==> config.mk <==
export PLATFORM = sky130hd
export DESIGN_NAME = serial_initiator_tx
export DESIGN_NICKNAME = d
export VERILOG_FILES = /design/src/rtl/serial_initiator_tx_pkg.sv /design/src/rtl/serial_initiator_tx.sv
export SDC_FILE = /design/constraint.sdc
export NUM_CORES = 1
export LEC_CHECK = 0
export BUFFER_PORTS_ARGS = -buffer_cell sky130_fd_sc_hd__buf_2
export CORE_UTILIZATION = 47
export DETAILED_ROUTE_END_ITERATION = 8
export PLACE_DENSITY_LB_ADDON = 0.1
export SLEW_MARGIN = 20
export SYNTH_ARGS = -nofsm -noshare
export SYNTH_HDL_FRONTEND = slang
export SYNTH_SLANG_ARGS = --single-unit
==> constraint.sdc <==
create_clock -name clk -period 4.4 [get_ports clk]
set_input_delay 0.44 -clock clk [delete_from_list [all_inputs] [get_ports clk]]
set_output_delay 0.44 -clock clk [all_outputs]
set_load 0.02 [all_outputs]
==> src/rtl/serial_initiator_tx_pkg.sv <==
// Shared serial-bus definitions used by the initiator serializer and the address decoder.
package serial_initiator_tx_pkg;

  localparam int BUS_ADDR_WIDTH = 16;
  localparam int BUS_DATA_WIDTH = 8;

  localparam logic BUS_MODE_ADDR = 1'b0;
  localparam logic BUS_MODE_DATA = 1'b1;

  typedef enum logic [2:0] {
    IDLE,
    REQ,
    ADDR,
    GAP_A,
    DATA,
    GAP_D
  } tx_state_t;

endpackage

==> src/rtl/serial_initiator_tx.sv <==
// Initiator-side serializer: requests the bus, shifts address then data LSB-first,
// and inserts idle gaps so the decoder can latch and later release its target select.
module serial_initiator_tx
  import serial_initiator_tx_pkg::*;
#(
  parameter int ADDR_WIDTH = BUS_ADDR_WIDTH,
  parameter int DATA_WIDTH = BUS_DATA_WIDTH,
  parameter int GAP_CYCLES = 1
) (
  input  logic                  clk,
  input  logic                  rst_n,
  input  logic                  start,
  input  logic [ADDR_WIDTH-1:0] addr,
  input  logic [DATA_WIDTH-1:0] wdata,
  input  logic                  grant,
  output logic                  busy,
  output logic                  done,
  output logic                  bus_req,
  output logic                  bus_data_out,
  output logic                  bus_data_out_valid,
  output logic                  bus_mode
);

  localparam int MAXW = (ADDR_WIDTH > DATA_WIDTH) ? ADDR_WIDTH : DATA_WIDTH;
  localparam int CW   = $clog2(MAXW + 1);
  localparam int GW   = (GAP_CYCLES < 2) ? 1 : $clog2(GAP_CYCLES + 1);

  localparam logic [CW-1:0] ADDR_LAST = CW'(ADDR_WIDTH - 1);
  localparam logic [CW-1:0] DATA_LAST = CW'(DATA_WIDTH - 1);
  localparam logic [GW-1:0] GAP_LAST  = GW'(GAP_CYCLES - 1);

  tx_state_t             state_q;
  logic [ADDR_WIDTH-1:0] addr_sh_q;
  logic [DATA_WIDTH-1:0] data_sh_q;
  logic [CW-1:0]         bit_cnt_q;
  logic [GW-1:0]         gap_cnt_q;

  // Frame sequencer: a grant-less cycle in a shift phase simply holds position,
  // while the gaps count wall-clock cycles because the decoder's timing is fixed.
  always_ff @(posedge clk or negedge rst_n) begin
    if (!rst_n) begin
      state_q   <= IDLE;
      addr_sh_q <= '0;
      data_sh_q <= '0;
      bit_cnt_q <= '0;
      gap_cnt_q <= '0;
    end else begin
      case (state_q)
        IDLE: begin
          if (start) begin
            addr_sh_q <= addr;
            data_sh_q <= wdata;
            bit_cnt_q <= '0;
            gap_cnt_q <= '0;
            state_q   <= REQ;
          end
        end
        REQ: begin
          if (grant) state_q <= ADDR;
        end
        ADDR: begin
          if (grant) begin
            addr_sh_q <= addr_sh_q >> 1;
            if (bit_cnt_q == ADDR_LAST) begin
              bit_cnt_q <= '0;
              gap_cnt_q <= '0;
              state_q   <= GAP_A;
            end else begin
              bit_cnt_q <= bit_cnt_q + CW'(1);
            end
          end
        end
        GAP_A: begin
          if (gap_cnt_q == GAP_LAST) begin
            gap_cnt_q <= '0;
            bit_cnt_q <= '0;
            state_q   <= DATA;
          end else begin
            gap_cnt_q <= gap_cnt_q + GW'(1);
          end
        end
        DATA: begin
          if (grant) begin
            data_sh_q <= data_sh_q >> 1;
            if (bit_cnt_q == DATA_LAST) begin
              bit_cnt_q <= '0;
              gap_cnt_q <= '0;
              state_q   <= GAP_D;
            end else begin
              bit_cnt_q <= bit_cnt_q + CW'(1);
            end
          end
        end
        GAP_D: begin
          if (gap_cnt_q == GAP_LAST) begin
            gap_cnt_q <= '0;
            state_q   <= IDLE;
          end else begin
            gap_cnt_q <= gap_cnt_q + GW'(1);
          end
        end
        default: state_q <= IDLE;
      endcase
    end
  end

  // Outputs decode the registered state; only valid follows grant directly so a
  // lost grant never puts a bit on the bus.
  assign busy               = (state_q != IDLE);
  assign bus_req            = (state_q != IDLE);
  assign bus_mode           = (state_q == GAP_A || state_q == DATA || state_q == GAP_D)
                              ? BUS_MODE_DATA : BUS_MODE_ADDR;
  assign bus_data_out_valid = (state_q == ADDR || state_q == DATA) && grant;
  assign bus_data_out       = (state_q == ADDR) ? addr_sh_q[0] :
                              (state_q == DATA) ? data_sh_q[0] : 1'b0;
  assign done               = (state_q == GAP_D) && (gap_cnt_q == GAP_LAST);

endmodule

# Word level (Yosys, flattened, before mapping)
# Cells that the tools add are included.
# totals
register_bits,33
inputBits,28
out_inout_bits,6
word_cells,72
# classes
n_addsub,2
eq_ne,15
mux,32
bitwise,1
n_reduce_logical,17
# op_table
op,count
2-to-1 mux 16 bit,2
case mux 16 bit (2 select lines),1
2-to-1 mux 5 bit,6
2-to-1 mux 3 bit,8
case mux 5 bit (4 select lines),1
case mux 3 bit (6 select lines),1
2-to-1 mux 8 bit,2
"inequality test 2 bit, second input constant",8
case mux 8 bit (2 select lines),1
2-to-1 mux 1 bit,9
AND reduction 8 bit,1
nonzero test 4 bit,2
"== test 3 x 2 -> 1 bit, second input constant",2
"== test 3 bit, second input constant",2
AND reduction 3 bit,2
AND reduction 6 bit,1
"adder 5 x 1 -> 5 bit, second input constant",1
"== test 5 x 3 -> 1 bit, second input constant",1
"== test 5 x 4 -> 1 bit, second input constant",1
AND reduction 5 bit,1
case mux 1 bit (4 select lines),1
nonzero test 2 bit,2
"== test 3 x 1 -> 1 bit, second input constant",1
zero test 3 bit,1
6 further kinds,9

# Depth between registers and ports, before layout
# logic_depth
ltp_word,4
mapped_depth,7
mapped_depth_nobuf,7

# Worst setup path before layout
# Ideal clock, no wire load.
# synth_timing
path_kind,register to output
from,register state_q[2]
to,output port bus_mode
arrival_time_ps,1509
t_required_ps,3960
path_slack_ps,2451
path_stages_with_launch,5
n_path_buf,1
cell_sequence,dfrtp_1 buf_2 inv_1 nor3b_1 or2_1
# synth_between
elab_chain_len,4
elab_cells_between_ends,6
# synth_lines
item,line_no,source
"start, declared",serial_initiator_tx.sv:32,tx_state_t state_q;
"start signal, assigned",serial_initiator_tx.sv:42,state_q <= IDLE;
"start signal, assigned",serial_initiator_tx.sv:55,state_q <= REQ;
"start signal, assigned",serial_initiator_tx.sv:59,if (grant) state_q <= ADDR;
== test 3 x 2 -> 1 bit or == test 3 bit (tied branches),serial_initiator_tx.sv:111,assign bus_mode = (state_q == GAP_A || state_q == DATA || state_q == GAP_D)
logical OR 1 bit,serial_initiator_tx.sv:111,
logical OR 1 bit (*),serial_initiator_tx.sv:111,
2-to-1 mux 1 bit (*),serial_initiator_tx.sv:112,? BUS_MODE_DATA : BUS_MODE_ADDR;
"end, declared",serial_initiator_tx.sv:21,output logic bus_mode
# Every way passes the cells marked *; elsewhere a longest branch is shown, timed or not.

# Final worst setup path
# Ends and elaborated chain as after synthesis.

==> flow_metrics.tcl <==
set metrics [dict create \
    status "completed" \
    setup_violations 0 \
    die-width_microns 62.9 \
    layout_commonest_cell "buf_2" \
    fin_tns_setup_ps 0 \
    layout-drive-gt1-share_pct 23.9 \
    multi_input_comb_area_sq_um 832 \
    layout.cells.most_common_list "33 x buf_2, 32 x dfrtp_1, 29 x nand2_1" \
    clock_latency_ps 280 \
    cp.arrival_ps 1810 \
    postCtsHoldBufs 0 \
    core_area_sq_um 3440 \
    min_path_type "input pin to async pin" \
    cts_setup_buffers 0 \
    root_buffer "clkbuf_8" \
    ys_seq_elements 32 \
    crit_buf_inv 1 \
    grt_max_degree 33 \
    met1_usage_pct 21.9 \
    peakVddDrop_uv 358 \
    fmax_ghz 0.444 \
    tightest_slew_ps 919 \
    syn_nets 204 \
    detail_route.iter0.violations 38 \
    wl_per_cell_microns 12.6 \
    final_net_count 232 \
    stdcell_area_sq_um 1960 \
    overflow 0 \
    met2_usage_pct 29.3 \
    syn_area_sq_um 1740 \
    rows 21 \
    slowest_delay_ps 590 \
    crit_path_top_delay_cell "dfrtp_1" \
    slew_viol_final 0 \
    ctsResizeCount 0 \
    antenna_found_initial 0 \
    p_leak_nw 0.969 \
    crit_chain "or3b_4, o21ai_0, or2_1, buf_2" \
    syn_area_per_cell_sq_um 10.1 \
    seq_area_frac_synth_pct 45.9 \
    cts_buffer_depth 2 \
    firstDrtPassIters 4 \
    cp.required_ps 3960 \
    worst-r2r-setup-slack_ps 2500 \
    grt_pass1_vias 1289 \
    antenna_cells 0 \
    dpl.hpwl_microns 2190 \
    yosys_warnings 0 \
    cts_tree "done" \
    cts.htree.levels 2 \
    critical-path-top-delay-family "simple AND/OR/NAND/NOR gates" \
    place_ws_ps 2440 \
    async_flop_share_pct 100 \
    num_io_pins 34 \
    place_area_sq_um 1880 \
    area_delta_synth_final_pct 12.1 \
    clock_sinks 32 \
    remaining_drc_errors 0 \
    regArea_sq_um 801 \
    crit_fanout 14 \
    hold_violations 0 \
    relSlewSlack_pct 38.7 \
    synth-edff-count 0 \
    dieArea_sq_um 3960 \
    clk_pin_slew_ps 60 \
    gr-max-usage-layer "met2" \
    vias 1303 \
    fin_skew_ps 3.46 \
    rsz0062_at_grt "no" \
    synth_cell_types 39 \
    avgViaCountPerCell 5.28 \
    grt_usage_pct 18.0 \
    fin_crit_ps 2250 \
    synth_ff_type "dfrtp_1" \
    start_util_pct 50.7 \
    grt_pass1_wl_microns 5550 \
    synth_cells 173 \
    cp-end-kind "output port" \
    cts_buffers 5 \
    drv_cap 0 \
    setup_ws_ps 2150 \
    die_height_microns 62.9 \
    timing.final.crit_share_pct 51.1 \
    wl_microns 3100 \
    critPathKind "flip-flop to output port" \
    drtAntennaViolNets 0 \
    fillerInstances 309 \
    powerDensity_nw_per_um2 599 \
    place.gp.congestion 0.719 \
    fin_util_pct 56.8 \
    met3_usage_pct 3.47 \
    start_kind "flip-flop" \
    port_buffers 33 \
]
-- worst register-to-register path: stages, from the launching register on --
cell     delay (ps)
dfrtp_1         560
mux2i_1         270
or3_1           750
o21ai_1         180
-- routing by layer --
| layer | routed length [microns] | share of wire (%) |
|---|---|---|
| met1 | 1460 | 47 |
| met2 | 1410 | 45 |
| met3 | 155 | 5.0 |
| met4 | 74 | 2.4 |
| met5 | 0 | 0 |
-- area by class of cell --
type                       instances  share of cell area (%)
inverter                           4                   0.768
multi-input combinational        124                    42.5
timing repair buffer              34                    8.83
clock buffer                       6                    3.71
clock inverter                     1                   0.256
tap                               46                    2.94
sequential                        32                    40.9
-- through the flow --
stage / std cells / hold WS [ps] / power (mW)
after floorplan: 173 / 144 / 0.907
after global placement: 240 / 461 / 0.954
after detailed placement: 240 / 475 / 0.977
after CTS: 247 / 227 / 1.19
after global routing: 247 / 274 / 1.28
final: 247 / 202 / 1.17
-- state kept, by name, indices dropped and copies added (netlist names) --
signal,flops
bit_cnt_q,5
data_sh_q,8
addr_sh_q,16
state_q,3
-- logic make-up (layout without fill, tap and decap cells) --
family	count (synthesis)	after routing	synth area share (%)
flops	32	32	45.9
simple gates	52	52	15.3
compound gates	44	44	15.9
fa+ha+maj	3	3	2.15
mux	25	25	14.4
buf+inv	17	45	6.38
-- cell usage after synthesis (2+ instances only) --
library cell / count / share of area, %
and2_1: 2 / 0.72
nor2b_1: 2 / 0.72
nor2_1: 4 / 0.86
a22o_1: 3 / 1.5
inv_1: 4 / 0.86
o21ai_1: 20 / 5.7
o2bb2ai_1: 2 / 1.0
mux2i_1: 24 / 14
ha_1: 3 / 2.2
buf_6: 4 / 2.6
buf_4: 3 / 1.3
nand3_1: 2 / 0.57
nor3b_1: 2 / 0.86
or3b_1: 2 / 1.0
nand2_1: 29 / 6.2
o21ai_0: 9 / 2.6
buf_2: 5 / 1.4
dfrtp_1: 32 / 46
-- power breakdown --
group / switching, mW / internal [mW]
clock: 0.100 / 0.107
combinational: 0.258 / 0.193
sequential: 0.0936 / 0.420
total: 0.452 / 0.720
-- path summary, 6_finish.rpt --
check | from | end | cells after the start
worst max-delay path | state_q[2] | bus_mode | 4
min in group clk | addr[15] | addr_sh_q[15] | 3
worst min-delay path | rst_n | addr_sh_q[12] | 1
worst min register to register | data_sh_q[4] | data_sh_q[4] | 2
max in group asynchronous | rst_n | bit_cnt_q[0] | 1
worst max register to register | state_q[1] | addr_sh_q[4] | 3
No activity file was read; power rests on OpenSTA's default activity.
